===== src/rtl/rv_mem_arb_pkg.sv =====
// Shared definitions for the fetch/data memory arbiter.
// Requester IDs and the address-width helper.
package rv_mem_arb_pkg;

  localparam logic REQ_M0 = 1'b0;
  localparam logic REQ_M1 = 1'b1;

  function automatic int clog2(input int n);
    int r;
    r = 0;
    while ((1 << r) < n) r++;
    if (r == 0) r = 1;
    return r;
  endfunction

endpackage


===== src/rtl/rv_rr_arb2.sv =====
// Two-way round-robin arbiter for the shared read port.
// The last winner loses the next tie; it moves only on advance.
module rv_rr_arb2
  import rv_mem_arb_pkg::*;
(
  input  logic       clk,
  input  logic       rst,
  input  logic [1:0] req,
  input  logic       advance,
  output logic [1:0] gnt
);

  logic last_q, last_d;

  always_comb begin
    gnt    = 2'b00;
    last_d = last_q;
    unique case (req)
      2'b01:   gnt = 2'b01;
      2'b10:   gnt = 2'b10;
      2'b11:   gnt = (last_q == REQ_M1) ? 2'b01 : 2'b10;
      default: gnt = 2'b00;
    endcase
    if (advance && (gnt != 2'b00))
      last_d = gnt[1] ? REQ_M1 : REQ_M0;
  end

  always_ff @(posedge clk) begin
    if (rst) last_q <= REQ_M1;
    else     last_q <= last_d;
  end

endmodule


===== src/rtl/rv_mem_arb.sv =====
// Fetch/data arbiter for a dual-port RAM: m1 writes own port A,
// m0/m1 reads share port B with registered, write-bypassed responses.
module rv_mem_arb
  import rv_mem_arb_pkg::*;
#(
  parameter  int WIDTH = 32,
  parameter  int DEPTH = 1024,
  localparam int AW    = clog2(DEPTH),
  localparam int NB    = WIDTH / 8
) (
  input  logic             clk,
  input  logic             rst,
  input  logic             m0_req,
  input  logic [AW-1:0]    m0_addr,
  output logic             m0_gnt,
  output logic             m0_rvalid,
  output logic [WIDTH-1:0] m0_rdata,
  input  logic             m1_req,
  input  logic             m1_we,
  input  logic [AW-1:0]    m1_addr,
  input  logic [WIDTH-1:0] m1_wdata,
  input  logic [NB-1:0]    m1_strobe,
  output logic             m1_gnt,
  output logic             m1_rvalid,
  output logic [WIDTH-1:0] m1_rdata,
  output logic             ram_wena,
  output logic [NB-1:0]    ram_strobe,
  output logic [AW-1:0]    ram_addra,
  output logic [WIDTH-1:0] ram_dina,
  output logic             ram_renb,
  output logic [AW-1:0]    ram_addrb,
  input  logic [WIDTH-1:0] ram_doutb
);

  logic             m1_wr;
  logic [1:0]       rd_req;
  logic [1:0]       rd_gnt;
  logic [WIDTH-1:0] rd_data;

  logic             m0_rvalid_q, m1_rvalid_q;
  logic [WIDTH-1:0] m0_rdata_q, m1_rdata_q;

  assign m1_wr  = m1_req & m1_we & ~rst;
  assign rd_req = rst ? 2'b00 : {m1_req & ~m1_we, m0_req};

  rv_rr_arb2 u_rr (
    .clk     (clk),
    .rst     (rst),
    .req     (rd_req),
    .advance (ram_renb),
    .gnt     (rd_gnt)
  );

  assign m0_gnt = rd_gnt[0];
  assign m1_gnt = rd_gnt[1] | m1_wr;

  assign ram_wena   = m1_wr;
  assign ram_strobe = m1_wr ? m1_strobe : '0;
  assign ram_addra  = m1_wr ? m1_addr   : '0;
  assign ram_dina   = m1_wr ? m1_wdata  : '0;
  assign ram_renb   = |rd_gnt;

  always_comb begin
    ram_addrb = '0;
    if (rd_gnt[0])      ram_addrb = m0_addr;
    else if (rd_gnt[1]) ram_addrb = m1_addr;
  end

  // Same-address write this cycle: forward the written bytes.
  always_comb begin
    rd_data = ram_doutb;
    if (ram_wena && ram_renb && (ram_addra == ram_addrb)) begin
      for (int b = 0; b < NB; b++)
        if (ram_strobe[b]) rd_data[8*b +: 8] = ram_dina[8*b +: 8];
    end
  end

  always_ff @(posedge clk) begin
    if (rst) begin
      m0_rvalid_q <= 1'b0;
      m1_rvalid_q <= 1'b0;
      m0_rdata_q  <= '0;
      m1_rdata_q  <= '0;
    end else begin
      m0_rvalid_q <= rd_gnt[0];
      m1_rvalid_q <= rd_gnt[1];
      if (rd_gnt[0]) m0_rdata_q <= rd_data;
      if (rd_gnt[1]) m1_rdata_q <= rd_data;
    end
  end

  assign m0_rvalid = m0_rvalid_q;
  assign m1_rvalid = m1_rvalid_q;
  assign m0_rdata  = m0_rdata_q;
  assign m1_rdata  = m1_rdata_q;

endmodule


===== config.mk =====
export PLATFORM = sky130hd
export DESIGN_NAME = rv_mem_arb
export DESIGN_NICKNAME = d
export VERILOG_FILES = /design/src/rtl/rv_mem_arb_pkg.sv /design/src/rtl/rv_rr_arb2.sv /design/src/rtl/rv_mem_arb.sv
export SDC_FILE = /design/constraint.sdc
export NUM_CORES = 1
export LEC_CHECK = 0
export ABC_CLOCK_PERIOD_IN_PS = 2500
export BUFFER_PORTS_ARGS = -buffer_cell sky130_fd_sc_hd__clkbuf_2
export CORE_MARGIN = 8
export CORE_UTILIZATION = 30
export CTS_CLUSTER_DIAMETER = 30
export DETAILED_ROUTE_END_ITERATION = 10
export GPL_TIMING_DRIVEN = 0
export MAX_ROUTING_LAYER = met4
export PLACE_DENSITY = 0.66
export SKIP_LAST_GASP = 1
export SLEW_MARGIN = 20
export SYNTH_ARGS = -nofsm -noshare
export SYNTH_HDL_FRONTEND = slang
export SYNTH_SLANG_ARGS = --single-unit

===== constraint.sdc =====
create_clock -name clk -period 2.5 [get_ports clk]
set_clock_uncertainty 0.1 [all_clocks]
set_input_delay 0.25 -clock clk [delete_from_list [all_inputs] [get_ports clk]]
set_output_delay 0.25 -clock clk [all_outputs]
set_load 0.01 [all_outputs]

==> flow_summary.toml <==
[timing]
max_clock_freq_mhz = 413
period_share_pct = 96.9
hold_viol_final = 0
slew-limit-headroom_pct = 55.4
setup_violations = 0
worst_slew_pin_slew_ns = 0.669
setup_slack_ns = 0.0764
rsz0062_at_grt = "true"
report.final.slew_viol_count = 0
final.min_clock_period_ns = 2.42

[place]
dpl_worst_slack_ns = -0.452
post-dp-hpwl_um = 12300
place.gp.congestion = 0.787
io_buffers = 217

[clock_network]
ctsHtreeMaxLevel = 3
ctsRootBufferMaster = "sky130_fd_sc_hd__clkbuf_16"
tritoncts_num_sinks = 67
cts_buffer_depth = 2
clock_buffer_count_from_cts = 9
hold_buffers = 0
path_clk_slew_ns = 0.06
worst_skew_pair_later_pin_latency_ns = 0.34
tritoncts = "built"

[critical_path]
cp_cell_sequence = "or3b_4 -> buf_6 -> nand2_8 -> inv_2 -> buf_6 -> o311a_1 -> o32a_1 -> buf_12 -> buf_8 -> nor4_2 -> o2bb2ai_1"
wp_data_required_ns = 2.62
reg2reg_setup_slack_ns = 0.08
critPathLaunchType = "flop"
worst-path-max-fanout = 10
worst_path_most_repeated_cell = "sky130_fd_sc_hd__buf_6"
crit_slowest_cell = "sky130_fd_sc_hd__or3b_4"
delay_of_the_slowest_cell_on_the_worst_path_ns = 0.40
cp-end-kind = "flop"
critical_path_arrival_ns = 2.55
setup.worst_path.class = "flop to flop"

[die]
start_util_pct = 30.4
die_area_mm2 = 0.0165
number_of_i_o_pins = 219
std_cell_rows = 41
fp.coreArea_mm2 = 0.0125
die_width_um = 129
chipHeight_um = 129

[synthesis]
syn_nets = 590
post_synthesis_sequential_area_ratio_pct = 35.3
ys_warn_count = 0
synth_enable_flop_cells = 0
postSynthRegisterBits = 67
postSynthCellCount = 497
yosysTopAreaCell = "sky130_fd_sc_hd__dfxtp_1"
ys_types = 46
post_synth_main_area_contributors = "sky130_fd_sc_hd__dfxtp_1 (35%), sky130_fd_sc_hd__nand2_1 (14%), sky130_fd_sc_hd__and2_1 (7.7%)"
synth.top_cell.area_share_pct = 35.3
async_flop_share_pct = 0
synth.cell_area_mm2 = 0.00380
synth.cells.most_frequent = "sky130_fd_sc_hd__nand2_1 (140), sky130_fd_sc_hd__dfxtp_1 (67), sky130_fd_sc_hd__and2_1 (47)"
syn_area_per_cell_um2 = 7.65
yosys.cell_count.top_type = "sky130_fd_sc_hd__nand2_1"
yosys_most_used_dff = "sky130_fd_sc_hd__dfxtp_1"

[detailed_routing]
via_per_inst = 5.00
detail_route.drc_violations = 0
vias = 4548
wirelength_per_cell_um = 17.8
antenna_left = 0
firstDrtPassIters = 5
finalWirelength_um = 16200
drc_marker_count_from_the_first_detailed_route_iteration = 201

[job]
cap_violations = 0

[power_and_ir_drop]
power_frac_clock_pct = 39.9
comb_power_share_pct = 21.1
switchingPower_uw = 906
p_leak_uw = 0.00248
internal_power_uw = 2080
report.power.total_uw = 2990
pwr-share-seq_pct = 39.0
vdd_drop_max_v = 0.000374
power.switching_fraction_pct = 30.3
pwr_density_cell_mw_per_mm2 = 504

[grt]
grt_overflow_total = 0
number_of_global_route_vias_before_repair = 4564
grt_first_pass_wirelength_um = 24700
grt_antenna_before_repair = 0
globalRouteTotalUtil_pct = 19.6
grt_max_degree = 12

[finish]
fin_util_pct = 47.3
post_route_cells_drive_above_1_share_pct = 41.8
nets = 825
areaGrowthSynthToFinish_pct = 55.8
fillers = 1330
num_antenna_cells = 0

[worst_hold_path]
worst_hold_path_type = "input port to flop"

[outcome]
run_status = "complete, no violations"
-- worst max-delay path, delay by kind of cell (launching register included) --
kind	cells	cell delay [ns]
AND/OR/NAND/NOR	3	0.75
flip-flops	1	0.34
AO/OA/AOI/OAI	3	0.41
buffers and inverters	5	0.69
-- state kept, by name, indices dropped and copies added, names as in the netlist --
| signal | flops |
|---|---|
| m0_rdata | 32 |
| u_rr.last_q | 1 |
| m1_rvalid | 1 |
| m0_rvalid | 1 |
| m1_rdata | 32 |
-- power groups by stage --
| stage | logic, uW | clock network, uW | registers (uW) |
|---|---|---|---|
| 4_1_cts | 601 | 1220 | 1160 |
| 5_1_grt | 687 | 1260 | 1170 |
| 2_1_floorplan | 253 | 0 | 1210 |
| 6_report | 630 | 1190 | 1160 |
| 3_5_place_dp | 560 | 0 | 1190 |
| 3_3_place_gp | 555 | 0 | 1180 |
-- routing by layer --
layer | global-route usage [%] | part of all wire [%] | routed length (um)
met1 | 23.9 | 45 | 7270
met4 | 5.32 | 1.0 | 170
met2 | 31.6 | 48 | 7690
met3 | 5.13 | 6.5 | 1060
met5 | - | 0 | 0
-- repair_timing --
action / in CTS / in global routing
resized for setup: 50 / 49
setup endpoints to repair: 55 / 44
buffers inserted: 10 / 1
pin swaps: 6 / 7
-- path summary, 6_finish.rpt --
kind,startpoint,endpoint,cells past startpoint
worst max register to register,u_rr.last_q,m0_rdata[19],11
worst min-delay path,m1_wdata[6],m0_rdata[6],2
worst max-delay path,u_rr.last_q,m0_rdata[19],11
worst min register to register,m1_rdata[24],m1_rdata[24],2
-- placed cells by master, fill, tap and decap left out, types with 2 or more instances in the layout --
cell type / instances
sky130_fd_sc_hd__clkbuf_2: 220
sky130_fd_sc_hd__nand2_1: 140
sky130_fd_sc_hd__dfxtp_1: 66
sky130_fd_sc_hd__and2_1: 47
sky130_fd_sc_hd__a21oi_1: 35
sky130_fd_sc_hd__o2bb2ai_1: 33
sky130_fd_sc_hd__a22oi_1: 32
sky130_fd_sc_hd__clkbuf_1: 23
sky130_fd_sc_hd__nor4_4: 18
sky130_fd_sc_hd__nor4_2: 16
sky130_fd_sc_hd__inv_1: 9
sky130_fd_sc_hd__clkbuf_16: 9
sky130_fd_sc_hd__buf_4: 8
sky130_fd_sc_hd__buf_6: 7
sky130_fd_sc_hd__a22o_1: 6
sky130_fd_sc_hd__nand2b_1: 4
sky130_fd_sc_hd__nor2_1: 4
sky130_fd_sc_hd__buf_8: 4
sky130_fd_sc_hd__clkinv_2: 4
sky130_fd_sc_hd__nor3_1: 3
sky130_fd_sc_hd__buf_2: 2
sky130_fd_sc_hd__nand3_1: 2
sky130_fd_sc_hd__o21ai_0: 2
sky130_fd_sc_hd__o211a_1: 2
sky130_fd_sc_hd__a31oi_1: 2
sky130_fd_sc_hd__o32a_1: 2
sky130_fd_sc_hd__buf_12: 2
sky130_fd_sc_hd__a21oi_4: 2
sky130_fd_sc_hd__clkbuf_4: 2
sky130_fd_sc_hd__nor4_1: 2
sky130_fd_sc_hd__clkbuf_8: 2
-- through the flow --
step	setup TNS [ns]	std cells	instance area [um^2]	hold WS [ns]
2_1_floorplan	0	497	3800	0.246
3_3_place_gp	-14.73	886	5100	0.342
3_5_place_dp	-13.79	886	5100	0.346
4_1_cts	-0.540	912	5680	0.0100
5_1_grt	-0.0910	909	5920	0.0178
6_report	0	909	5920	0.0223
-- final cells by class --
type	instances	area, um^2	area share, %
Timing Repair Buffer	228	1190	20.1
Sequential cell	67	1340	22.7
Clock buffer	11	253	4.27
Tap cell	172	215	3.63
Inverter	10	37.5	0.634
Buffer	41	267	4.50
Clock inverter	5	27.5	0.465
Multi-Input combinational cell	375	2590	43.8
-- logic make-up (layout without fill, tap and decap cells) --
kind of cell,after synthesis,in the layout,synth area share (%)
AND/OR/NAND/NOR,244,244,32.6
buffers and inverters,55,295,5.73
multiplexers,1,1,0.296
AO/OA/AOI/OAI,128,128,25.7
flip-flops,67,67,35.3
XOR/XNOR,2,2,0.461
Power figures use the tool's default switching activity.
